$ cat config.mk
export PLATFORM = sky130hd
export DESIGN_NAME = freelist_alloc_ctrl
export DESIGN_NICKNAME = d
export VERILOG_FILES = /design/src/rtl/rename_pkg.sv /design/src/rtl/free_port_merger.sv /design/src/rtl/freelist_alloc_ctrl.sv
export SDC_FILE = /design/constraint.sdc
export NUM_CORES = 1
export LEC_CHECK = 0
export ABC_CLOCK_PERIOD_IN_PS = 7100
export CAP_MARGIN = 20
export CORE_AREA = 2 2 68 70
export DETAILED_ROUTE_END_ITERATION = 12
export DIE_AREA = 0 0 70 72
export PLACE_DENSITY = 0.86
export SLEW_MARGIN = 5
export SYNTH_ARGS = -nofsm -noshare
export SYNTH_HDL_FRONTEND = slang
export SYNTH_SLANG_ARGS = --single-unit
$ cat constraint.sdc
create_clock -name clk -period 7.1 [get_ports clk]
set_clock_uncertainty 0.2 [all_clocks]
set_input_delay 1.42 -clock clk [delete_from_list [all_inputs] [get_ports clk]]
set_output_delay 1.42 -clock clk [all_outputs]
set_load 0.005 [all_outputs]
$ cat src/rtl/rename_pkg.sv
// Shared types and helpers for the rename freelist allocation controller.
package rename_pkg;

    localparam int PHY_REGS_DEF  = 64;
    localparam int PHY_WIDTH_DEF = 6;

    typedef enum logic {
        IDLE    = 1'b0,
        RECOVER = 1'b1
    } alloc_state_t;

    function automatic logic [1:0] popcount3(input logic [2:0] v);
        return {1'b0, v[0]} + {1'b0, v[1]} + {1'b0, v[2]};
    endfunction

endpackage

$ cat src/rtl/free_port_merger.sv
// Drops PHY_ZERO entries and packs up to 3 commit + 2 recovery frees onto 3 ports, commit first.
module free_port_merger
    import rename_pkg::*;
#(
    parameter int PHY_WIDTH = PHY_WIDTH_DEF
) (
    input  logic [2:0]                cm_valid,
    input  logic [2:0][PHY_WIDTH-1:0] cm_phy,
    input  logic [1:0]                rcv_valid,
    input  logic [1:0][PHY_WIDTH-1:0] rcv_phy,
    output logic [2:0]                out_valid,
    output logic [2:0][PHY_WIDTH-1:0] out_phy
);

    logic [4:0]                in_valid;
    logic [4:0][PHY_WIDTH-1:0] in_phy;

    assign in_valid = {rcv_valid, cm_valid};
    assign in_phy   = {rcv_phy, cm_phy};

    always_comb begin
        logic [2:0] slot;
        out_valid = '0;
        out_phy   = '0;
        slot      = '0;
        for (int i = 0; i < 5; i++) begin
            if (in_valid[i] && (in_phy[i] != '0) && (slot < 3'd3)) begin
                out_valid[slot[1:0]] = 1'b1;
                out_phy[slot[1:0]]   = in_phy[i];
                slot                 = slot + 3'd1;
            end
        end
    end

endmodule

$ cat src/rtl/freelist_alloc_ctrl.sv
// Rename allocation grant, free-port arbitration and recovery sequencing for the freelist.
// Optional sticky error checking is enabled with `define ALLOC_CTRL_CHECK_EN.
module freelist_alloc_ctrl
    import rename_pkg::*;
#(
    parameter int PHY_REGS  = PHY_REGS_DEF,
    parameter int PHY_WIDTH = PHY_WIDTH_DEF
) (
    input  logic                 clk,
    input  logic                 rst,
    input  logic [1:0]           rn_req,
    output logic [1:0]           rn_gnt,
    output logic                 rn_stall,
    output logic [1:0]           fl_alloc_valid,
    input  logic [2:0]           cm_free_valid,
    input  logic [PHY_WIDTH-1:0] cm_free_0,
    input  logic [PHY_WIDTH-1:0] cm_free_1,
    input  logic [PHY_WIDTH-1:0] cm_free_2,
    input  logic                 flush,
    input  logic [1:0]           rcv_valid,
    input  logic [PHY_WIDTH-1:0] rcv_phy_0,
    input  logic [PHY_WIDTH-1:0] rcv_phy_1,
    output logic                 rcv_ready,
    input  logic                 rcv_done,
    output logic [2:0]           fl_free_valid,
    output logic [PHY_WIDTH-1:0] fl_free_0,
    output logic [PHY_WIDTH-1:0] fl_free_1,
    output logic [PHY_WIDTH-1:0] fl_free_2,
    output logic [PHY_WIDTH:0]   free_count,
    output logic                 busy,
    output logic                 err
);

    alloc_state_t              state;
    logic [1:0]                req_cnt;
    logic [1:0]                gnt_cnt;
    logic [1:0]                free_cnt;
    logic [1:0]                rcv_accept;
    logic [2:0]                merged_valid;
    logic [2:0][PHY_WIDTH-1:0] merged_phy;
    logic [PHY_WIDTH+1:0]      count_next;

    assign req_cnt = popcount3({1'b0, rn_req});

    // Commit frees keep priority; recovery only fits when at most one commit port is used.
    assign rcv_ready  = !rst && (state == RECOVER) && (popcount3(cm_free_valid) <= 2'd1);
    assign rcv_accept = rcv_ready ? rcv_valid : 2'b00;

    // All-or-nothing grant against the registered count; flush beats rename.
    always_comb begin
        rn_gnt = 2'b00;
        if (!rst && (state == IDLE) && !flush &&
            ({{(PHY_WIDTH-1){1'b0}}, req_cnt} <= free_count))
            rn_gnt = rn_req;
    end

    assign rn_stall       = !rst && (|rn_req) && !(|rn_gnt);
    assign fl_alloc_valid = rn_gnt;

    free_port_merger #(.PHY_WIDTH(PHY_WIDTH)) u_merger (
        .cm_valid  (cm_free_valid),
        .cm_phy    ({cm_free_2, cm_free_1, cm_free_0}),
        .rcv_valid (rcv_accept),
        .rcv_phy   ({rcv_phy_1, rcv_phy_0}),
        .out_valid (merged_valid),
        .out_phy   (merged_phy)
    );

    assign fl_free_valid = rst ? 3'b000 : merged_valid;
    assign fl_free_0     = rst ? '0 : merged_phy[0];
    assign fl_free_1     = rst ? '0 : merged_phy[1];
    assign fl_free_2     = rst ? '0 : merged_phy[2];

    assign gnt_cnt    = popcount3({1'b0, rn_gnt});
    assign free_cnt   = popcount3(fl_free_valid);
    assign count_next = {1'b0, free_count} - {{PHY_WIDTH{1'b0}}, gnt_cnt}
                      + {{PHY_WIDTH{1'b0}}, free_cnt};

    always_ff @(posedge clk) begin
        if (rst) begin
            state      <= IDLE;
            busy       <= 1'b0;
            free_count <= (PHY_WIDTH+1)'(PHY_REGS - 1);
        end else begin
            free_count <= count_next[PHY_WIDTH:0];
            case (state)
                IDLE: begin
                    if (flush) begin
                        state <= RECOVER;
                        busy  <= 1'b1;
                    end
                end
                RECOVER: begin
                    // A flush mid-walk restarts the walk, so it overrides rcv_done.
                    if (!flush && rcv_done && rcv_ready) begin
                        state <= IDLE;
                        busy  <= 1'b0;
                    end
                end
                default: state <= IDLE;
            endcase
        end
    end

`ifdef ALLOC_CTRL_CHECK_EN
    logic ev_overflow;
    logic ev_noncontig;
    logic ev_zero;
    logic ev_stray;

    assign ev_overflow  = count_next > (PHY_WIDTH+2)'(PHY_REGS - 1);
    assign ev_noncontig = !(cm_free_valid inside {3'b000, 3'b001, 3'b011, 3'b111}) ||
                          (rcv_valid == 2'b10);
    assign ev_zero      = (cm_free_valid[0] && (cm_free_0 == '0)) ||
                          (cm_free_valid[1] && (cm_free_1 == '0)) ||
                          (cm_free_valid[2] && (cm_free_2 == '0)) ||
                          (rcv_valid[0] && (rcv_phy_0 == '0)) ||
                          (rcv_valid[1] && (rcv_phy_1 == '0));
    assign ev_stray     = (state != RECOVER) && (|rcv_valid);

    always_ff @(posedge clk) begin
        if (rst) begin
            err <= 1'b0;
        end else if (ev_overflow || ev_noncontig || ev_zero || ev_stray) begin
            err <= 1'b1;
            if (ev_overflow)  $error("freelist_alloc_ctrl: free count overflow");
            if (ev_noncontig) $error("freelist_alloc_ctrl: non-contiguous free/recovery valid");
            if (ev_zero)      $error("freelist_alloc_ctrl: free of PHY_ZERO");
            if (ev_stray)     $error("freelist_alloc_ctrl: rcv_valid outside RECOVER");
        end
    end
`else
    assign err = 1'b0;
`endif

endmodule

* Word level (Yosys, flattened, before mapping)
Index checks and enable logic that the tools add are counted.
** Operators by class
- Add/sub/neg operators :: 11
- Eq/ne operators :: 2
- Bitwise logic cells :: 5
- Magnitude comparators :: 14
- Reductions and logical operators :: 33
- Mux-type cells :: 46
** Operators with widths (count)
- bitwise mux 18 bit :: 4
- 2-to-1 mux 18 bit :: 4
- demux 6 bit (select 2 bit) :: 4
- 2-to-1 mux 6 bit :: 8
- nonzero test 6 bit :: 5
- 2-to-1 mux 3 bit :: 8
- logical AND 1 bit :: 22
- 2-to-1 mux 1 bit :: 10
- < comparator 2 x 3 -> 1 bit, second input constant :: 3
- < comparator 3 x 2 -> 1 bit, second input constant :: 3
- bitwise OR 3 bit :: 3
- adder 1 x 1 -> 2 bit :: 4
- demux 1 bit (select 2 bit) :: 4
- adder 7 x 2 -> 7 bit :: 1
- <= comparator 2 x 7 -> 1 bit :: 1
- subtractor 7 x 2 -> 7 bit :: 1
- adder 3 x 1 -> 3 bit, second input constant :: 2
- >= comparator 2 x 1 -> 1 bit, second input constant :: 3
- adder 2 x 1 -> 2 bit :: 2
- 2-to-1 mux 2 bit :: 2
- one-hot mux 1 bit (2 select lines) :: 2
- OR reduction 2 bit :: 2
- zero test 1 bit :: 3
- < comparator 1 x 3 -> 1 bit, second input constant :: 1
- 9 further kinds :: 9
** Word-level totals
- Logic and storage cells :: 114
- Bits of input ports :: 41
- Bits in registers :: 9

* Logic depth before layout (Yosys ltp)
Gate-level depths: netlist of run 1.
- Word-level depth :: 22
- Depth in mapped cells :: 22

* Hierarchy
From an unflattened synthesis of run 1, not the netlist that was laid out.
** Second synthesis, totals
- Cell total of the unflattened synthesis :: 262
- Area total of the unflattened synthesis :: 2114.5 um^2
** Modules (own cells, without submodules)
- free_port_merger :: instances 1, area each 1092.3 um^2, cells an instance 136, seq. area each 0.0 um^2
- freelist_alloc_ctrl :: instances 1, area each 1022.2 um^2, cells an instance 126, seq. area each 180.2 um^2

* Worst setup path after synthesis of run 1
OpenSTA, ideal clock, no wires.
- Kind :: input-to-reg
- From :: input port cm_free_0[1]
- To :: register free_count[6]
- Library setup time :: 0.128 ns
- Slack :: 0.824 ns
- Cell stages on the path :: 21
- Arrival time :: 5.948 ns
- Buffers on the path :: 0
- Cell sequence :: or4_1 -> o31a_1 -> ha_1 -> inv_1 -> o211ai_2 -> o2bb2ai_2 -> ha_1 -> nand3_1 -> o2bb2ai_2 -> nand2_1 -> a21oi_1 -> fa_1 -> fa_1 -> ha_1 -> fa_1 -> a21oi_1 -> o21bai_1 -> a21oi_1 -> o21bai_1 -> xor2_1 -> nor2_1
** Between the ends
- Cells in the longest elaborated chain, start to end :: 22
- Elaborated cells on any way between the ends :: 50
** RTL lines
- start: declaration :: line freelist_alloc_ctrl.sv:16 : input logic [PHY_WIDTH-1:0] cm_free_0,
- nonzero test 6 bit (*) :: line free_port_merger.sv:27 : if (in_valid[i] && (in_phy[i] != '0) && (slot < 3'd3)) begin
- logical AND 1 bit (*) :: line free_port_merger.sv:27
- 2-to-1 mux 1 bit (*) :: line free_port_merger.sv:27
- < comparator 1 x 2 -> 1 bit :: line free_port_merger.sv:27
- logical AND 1 bit :: line free_port_merger.sv:27
- 2-to-1 mux 3 bit :: line free_port_merger.sv:27
- < comparator 3 x 2 -> 1 bit :: line free_port_merger.sv:27
- logical AND 1 bit :: line free_port_merger.sv:27
- [7 not listed]
- demux 1 bit (select 2 bit)
- bitwise OR 3 bit (no line)
- 2-to-1 mux 3 bit (*) :: line free_port_merger.sv:27
- 2-to-1 mux 3 bit (*) :: line freelist_alloc_ctrl.sv:69 : assign fl_free_valid = rst ? 3'b000 : merged_valid;
- via fl_free_valid[1] :: line freelist_alloc_ctrl.sv:25 : output logic [2:0] fl_free_valid,
- adder 1 x 1 -> 2 bit (*) :: line rename_pkg.sv:13 : return {1'b0, v[0]} + {1'b0, v[1]} + {1'b0, v[2]};
- adder 2 x 1 -> 2 bit (*) :: line rename_pkg.sv:13
- adder 7 x 2 -> 7 bit (*) :: line freelist_alloc_ctrl.sv:77 : + {{PHY_WIDTH{1'b0}}, free_cnt};
- end signal: assignment :: line freelist_alloc_ctrl.sv:83 : free_count <= (PHY_WIDTH+1)'(PHY_REGS - 1);
- end signal: assignment :: line freelist_alloc_ctrl.sv:85 : free_count <= count_next[PHY_WIDTH:0];
- end: declaration :: line freelist_alloc_ctrl.sv:29 : output logic [PHY_WIDTH:0] free_count,
The timed path passes the listed nets; every way through them passes the cells marked *.
A chain may end at the register's enable or synchronous reset.

* Final worst setup path of run 1
- From :: input port cm_free_0[1]
- To :: output port fl_free_0[4]
** Between the ends
- Cells in the longest elaborated chain, start to end :: 19
- Elaborated cells on any way between the ends :: 47
** RTL lines
- nonzero test 6 bit (*) :: line free_port_merger.sv:27
- logical AND 1 bit (*) :: line free_port_merger.sv:27
- 2-to-1 mux 1 bit :: line free_port_merger.sv:27
- < comparator 1 x 2 -> 1 bit :: line free_port_merger.sv:27
- logical AND 1 bit :: line free_port_merger.sv:27
- 2-to-1 mux 3 bit :: line free_port_merger.sv:27
- < comparator 3 x 2 -> 1 bit :: line free_port_merger.sv:27
- logical AND 1 bit :: line free_port_merger.sv:27
- [3 not listed]
- 2-to-1 mux 3 bit :: line free_port_merger.sv:27
- < comparator 2 x 3 -> 1 bit (not written as such) or >= comparator 2 x 1 -> 1 bit (tied branches) :: line free_port_merger.sv:29 : out_phy[slot[1:0]] = in_phy[i];
- logical AND 1 bit (not written as such) :: line free_port_merger.sv:29
- 2-to-1 mux 6 bit (not written as such) :: line free_port_merger.sv:29
- demux 6 bit (select 2 bit)
- bitwise mux 18 bit :: line free_port_merger.sv:29
- 2-to-1 mux 18 bit (*) :: line free_port_merger.sv:27
- 2-to-1 mux 6 bit (*) :: line freelist_alloc_ctrl.sv:70 : assign fl_free_0 = rst ? '0 : merged_phy[0];
- end: declaration :: line freelist_alloc_ctrl.sv:26 : output logic [PHY_WIDTH-1:0] fl_free_0,
Mark *: on every way between the ends. The rest lies on a longest branch, timed or not.

==> results of run 1 <==
registers in the layout, indices dropped and copies added (netlist names):
signal,count
free_count,7
busy,1
state,1
metal layers:
metal  vias up  share of wire [%]  track usage, %
met1      1038                 41            31.5
li1       1047                  -               -
met4         0                2.5            8.55
met2       119                 50            40.6
met5         -                  0               0
met3        18                6.4            1.53
Yosys cell counts (2+ instances only):
cell type  instances
o41ai_2            6
nor2_1            18
xnor2_1            4
buf_4              4
nand3_1            8
o21bai_1           3
a211oi_1          12
nor4bb_1           2
buf_1              2
a22oi_1            6
a221oi_1          12
a311oi_1           6
nand2b_1           5
and3_1             4
o2bb2ai_2          2
inv_1             26
a21oi_1           12
fa_1               4
nor3b_1            2
inv_2              3
nand2_1           13
nor4_1             5
and2_1             4
dfxtp_1            9
or2_2              3
o21ai_0            3
clkbuf_1           9
ha_1              22
a222oi_1           6
tightest hold or removal path: cells and delay by family, from the launching register on:
family	cells	cell delay, ps
DFF	1	310
AOI/OAI and AO/OA	2	130
what timing repair did:
action | 4_1_cts | 5_1_grt
resized for setup | 0 | 9
hold endpoints to repair | 0 | 0
setup endpoints to repair | 0 | 12
worst max path at each step:
stage / end / slack (ps) / depth (start not counted)
4_1_cts: fl_free_2[4] / 140 / 12
5_1_grt: fl_free_0[4] / -30 / 14
2_1_floorplan: free_count[6]$_SDFF_PP0_ / 820 / 21
3_3_place_gp: fl_free_2[4] / 140 / 15
3_5_place_dp: free_count[6]$_SDFF_PP0_ / 10 / 22
6_report: fl_free_0[4] / 130 / 14
logic make-up (layout without fill, tap and decap cells):
logic type / Yosys count / in the layout
XOR/XNOR: 5 / 5
other: 1 / 1
buffers and inverters: 46 / 117
flip-flops: 9 / 9
AND/OR/NAND/NOR: 72 / 72
adder cells (fa/ha/maj): 26 / 26
AO/OA/AOI/OAI: 79 / 79
per-stage QoR:
stage,total power [mW],cell area (sq um),hold WS (ps)
3_3_place_gp,0.390,2650,273
5_1_grt,0.519,2730,329
2_1_floorplan,0.282,1850,266
3_5_place_dp,0.404,2650,306
6_report,0.470,2730,305
4_1_cts,0.469,2690,309
power groups by stage:
stage	clock, mW	sequential (mW)	combinational (mW)
2_1_floorplan	0	0.0834	0.199
3_3_place_gp	0	0.0824	0.307
3_5_place_dp	0	0.0841	0.320
4_1_cts	0.0610	0.0833	0.324
5_1_grt	0.0650	0.0864	0.368
6_report	0.0592	0.0831	0.328
final cells by class:
type	instances	share of cell area (%)
Clock buffer	4	1.65
Inverter	29	3.98
Multi-Input combinational cell	183	55.4
Sequential cell	9	6.59
Tap cell	52	2.38
Timing Repair Buffer	84	30.0
==> impl_metrics.env, run 1 <==
export IMPL_status="complete, no violations"
export IMPL_hp_class="flip-flop to flip-flop"
export IMPL_rsz0062_at_grt="yes"
export IMPL_wl_um=6100
export IMPL_layout_common_cells="74 x clkdlybuf4s50_1, 26 x inv_1, 22 x ha_1"
export IMPL_rows=24
export IMPL_cts_sinks=9
export IMPL_clockRootBuffer="clkbuf_8"
export IMPL_synthArstFlopShare_pct=0
export IMPL_clock_latency_ps=230
export IMPL_cts_hold_buf=0
export IMPL_p_comb_share_pct=69.8
export IMPL_fin_crit_ps=6970
export IMPL_synth_compound_area_share_pct=37.2
export IMPL_fmaxAchievable_mhz=143
export IMPL_pwr_share_seq_pct=17.7
export IMPL_syn_to_final_growth_pct=47.6
export IMPL_reg2reg_to="free_count[6]$_SDFF_PP0_"
export IMPL_arrival_ps=5350
export IMPL_dieHeight_um=72
export IMPL_grt_pass1_vias=2095
export IMPL_place_inst=357
export IMPL_io_buffers=75
export IMPL_wl_per_cell_um=16.9
export IMPL_clockPowerShare_pct=12.6
export IMPL_tns_ps=0
export IMPL_design_die_area_sq_um=5040
export IMPL_drv_cap=0
export IMPL_ios=77
export IMPL_antenna_cells=0
export IMPL_crit_path_start="cm_free_0[1]"
export IMPL_regArea_sq_um=180
export IMPL_synthFlopType="dfxtp_1"
export IMPL_cpPeakStageDelay_ps=580
export IMPL_clock_path_buffers=2
export IMPL_postSynthAreaPerCell_sq_um=7.78
export IMPL_ys_types=52
export IMPL_synth_xor_area_share_pct=2.36
export IMPL_rr_startpoint="state$_SDFF_PP0_"
export IMPL_synth_top_family_by_area="compound AO/OA/AOI/OAI gates"
export IMPL_ff2ff_path_depth=16
export IMPL_preCtsSetupSlack_ps=14.0
export IMPL_grt_start_max_net_pins=34
export IMPL_min_delay_start="busy$_SDFFE_PP0P_"
export IMPL_ir_drop_mv=0.0635
export IMPL_worstSetupEndpointType="primary output"
export IMPL_syn_inst=238
export IMPL_netlist_top_cells_area="ha_1 15%, dfxtp_1 9.7%, a221oi_1 5.7%"
export IMPL_track_usage_pct=23.6
export IMPL_synth_top_area_share_pct=14.9
export IMPL_cp_cell_sequence="clkdlybuf4s50_1 > or4_1 > o31a_1 > ha_1 > inv_1 > o211ai_2 > o2bb2ai_2 > ha_1 > nand3_1 > o2bb2ai_2 > buf_4 > a221oi_1 > a311oi_1 > clkdlybuf4s50_1"
export IMPL_final_common_cell="clkdlybuf4s50_1"
export IMPL_p_leak_nw=1.14
export IMPL_clk_pin_slew_ps=40
export IMPL_yosys_area_share_adder_pct=19.2
export IMPL_vias=2222
export IMPL_cts_tree="done"
export IMPL_crit_path_max_fanout=6
export IMPL_drt_pass1_iterations=6
export IMPL_worstSetupStartpointType="input pin"
export IMPL_min_to="busy$_SDFFE_PP0P_"
export IMPL_htreeDepth=1
export IMPL_slew_violations=0
export IMPL_synthMuxAreaShare_pct=0
export IMPL_post_dp_hpwl_um=4990
export IMPL_drt_iter0_markers=195
export IMPL_path_class="input pin to primary output"
export IMPL_vias_per_cell=6.16
export IMPL_drtAntennaViolNets=0
export IMPL_yosys_area_top_type="ha_1"
export IMPL_fin_cells=361
export IMPL_fin_nets=377
export IMPL_tightest_slew_ps=874
export IMPL_cp_required_ps=5480
export IMPL_p_int_mw=0.279
export IMPL_power_density_nw_per_um2=172
export IMPL_slowest_stage="clkdlybuf4s50_1"
export IMPL_final_core_util_pct=64.1
export IMPL_crit_family="buffers and inverters"
export IMPL_grt_pass1_wl_um=9870
export IMPL_ys_seq_area_share_pct=9.73
export IMPL_hold_violations=0
export IMPL_syn_nets=305
export IMPL_max_slew_margin_rel_pct=41.7
export IMPL_place_congestion=1.04
export IMPL_swShare_pct=40.7
export IMPL_start_util_pct=43.4
export IMPL_p_switching_mw=0.191
export IMPL_synth_seq_cells=9
export IMPL_cts_made_buffers=3
export IMPL_postCtsSetupRepairBufs=0
export IMPL_die_x_um=70
export IMPL_multi_input_area_sq_um=1510
export IMPL_synth_simple_area_share_pct=20.7
export IMPL_finalCritPeriodShare_pct=98.2
export IMPL_overflow=0
export IMPL_core_area_sq_um=4260
export IMPL_antenna_found_initial=0
export IMPL_synth_edf_count=0
export IMPL_hold_depth=2
export IMPL_fillCellCount=385
export IMPL_r2r_slack_ps=2710
export IMPL_finalSetupViolCount=0
export IMPL_final_setup_worst_slack_ps=127
export IMPL_drc_errors=0
export IMPL_path_buf_inv=4
export IMPL_synth_area_sq_um=1850
export IMPL_drive_gt1_share_pct=12.0
export IMPL_yosysWarnings=0
(Power assumes the default switching activity.)
==> inputs of run 2 (changes only) <==
--- a/config.mk
+++ b/config.mk
@@ -10,8 +10,8 @@
 export CORE_AREA = 2 2 68 70
 export DETAILED_ROUTE_END_ITERATION = 12
 export DIE_AREA = 0 0 70 72
-export PLACE_DENSITY = 0.86
-export SLEW_MARGIN = 5
+export PLACE_DENSITY = 0.81
+export SLEW_MARGIN = 20
 export SYNTH_ARGS = -nofsm -noshare
 export SYNTH_HDL_FRONTEND = slang
 export SYNTH_SLANG_ARGS = --single-unit
==> impl_metrics.env, run 2 (same netlist as run 1, synthesis figures left out) <==
export IMPL_drv_cap=0
export IMPL_vias=2201
export IMPL_clock_path_buffers=2
export IMPL_fmaxAchievable_mhz=143
export IMPL_post_dp_hpwl_um=4920
export IMPL_post_dp_cell_area_sq_um=2670
export IMPL_drc_errors=0
export IMPL_multi_input_area_sq_um=1520
export IMPL_postCtsResizedCells=1
export IMPL_track_usage_pct=23.1
export IMPL_final_common_cell="clkdlybuf4s50_1"
export IMPL_antenna_found_initial=0
export IMPL_clockRootBuffer="clkbuf_8"
export IMPL_drive_gt1_share_pct=12.5
export IMPL_hold_violations=0
export IMPL_htreeDepth=1
export IMPL_drt_pass1_iterations=6
export IMPL_io_buffers=75
export IMPL_hp_class="flip-flop to flip-flop"
export IMPL_top_regs="free_count (7), busy (1), state (1)"
export IMPL_final_design_area_no_fill_sq_um=2760
export IMPL_regArea_sq_um=180
export IMPL_worstSetupStartpointType="input pin"
export IMPL_place_inst=360
export IMPL_finalCritPeriodShare_pct=98.8
export IMPL_fin_cells=364
export IMPL_layout_common_cells="75 x clkdlybuf4s50_1, 26 x inv_1, 22 x ha_1"
export IMPL_cts_made_buffers=3
export IMPL_cts_hold_buf=0
export IMPL_rsz0062_at_grt="yes"
export IMPL_total_power_mw=0.475
export IMPL_design_die_area_sq_um=5040
export IMPL_cts_tree="done"
export IMPL_dieHeight_um=72
export IMPL_power_density_nw_per_um2=172
export IMPL_status="complete, no violations"
export IMPL_max_slew_margin_rel_pct=43.8
export IMPL_fin_crit_ps=7010
export IMPL_finalSetupViolCount=0
export IMPL_wl_um=5990
export IMPL_overflow=0
export IMPL_fillCellCount=396
export IMPL_drtAntennaViolNets=0
export IMPL_wl_per_cell_um=16.4
export IMPL_antenna_cells=0
export IMPL_clock_latency_ps=240
export IMPL_cp_required_ps=5480
export IMPL_postCtsSetupRepairBufs=0
export IMPL_cts_sinks=9
export IMPL_rows=24
export IMPL_fin_nets=380
export IMPL_syn_to_final_growth_pct=48.8
export IMPL_worstSetupEndpointType="primary output"
export IMPL_arrival_ps=5390
export IMPL_grt_pass1_wl_um=9560
export IMPL_top_register="free_count"
export IMPL_largest_reg_flops=7
export IMPL_grt_start_max_net_pins=34
export IMPL_ios=77
export IMPL_clk_pin_slew_ps=40
export IMPL_final_core_util_pct=64.6
export IMPL_crit_path_max_fanout=6
export IMPL_slew_violations=0
export IMPL_grt_pass1_vias=2107
export IMPL_path_class="input pin to primary output"
export IMPL_tightest_slew_ps=842
export IMPL_start_util_pct=43.4
export IMPL_p_leak_nw=1.13
export IMPL_place_congestion=0.903
export IMPL_vias_per_cell=6.05
export IMPL_core_area_sq_um=4260
export IMPL_ir_drop_mv=0.0636
export IMPL_drt_iter0_markers=183
export IMPL_die_x_um=70
[run 2: cell type report]
cell class | instances | area share, %
multi-input combinational | 183 | 55.0
timing repair buffer | 87 | 30.5
sequential | 9 | 6.54
inverter | 29 | 3.95
tap | 52 | 2.36
clock buffer | 4 | 1.63
[run 2: critical path: stages]
cell and delay, ps:
clkdlybuf4s50_1 420, or4_1 570, o31a_1 290, inv_2 90, fa_1 460, a2bb2oi_1 170
and2_1 220, and2_1 230, a22o_1 250, and2_0 270, a211oi_1 410, clkdlybuf4s50_1 570
[run 2: final timing paths]
path                                   startpoint                  endpoint  slack, ps  cells past startpoint
worst min-delay path            busy$_SDFFE_PP0P_         busy$_SDFFE_PP0P_        300                      2
worst max-delay path                 cm_free_0[1]              fl_free_2[5]         90                     12
worst max register to register   state$_SDFF_PP0_  free_count[6]$_SDFF_PP0_       2740                     17
worst min register to register  busy$_SDFFE_PP0P_         busy$_SDFFE_PP0P_        300                      2
[run 2: layer usage]
metal	track usage (%)	part of all wire [%]
met1	29.0	41
met2	40.5	49
met3	2.50	7.7
met4	9.62	2.2
met5	0	0
[run 2: stage by stage]
stage | hold slack, ps | setup WS [ps] | TNS [ps]
final | 295 | 85.9 | 0
after global placement | 274 | 33.7 | 0
after detailed placement | 294 | -86.1 | -170
after global routing | 320 | -38.3 | -101
after CTS | 300 | 116 | 0
after floorplan | 266 | 824 | 0
[run 2: power breakdown]
part,internal (mW),switching [mW]
registers,0.0695,0.0129
clock network,0.0393,0.0219
logic,0.173,0.159
total,0.282,0.193
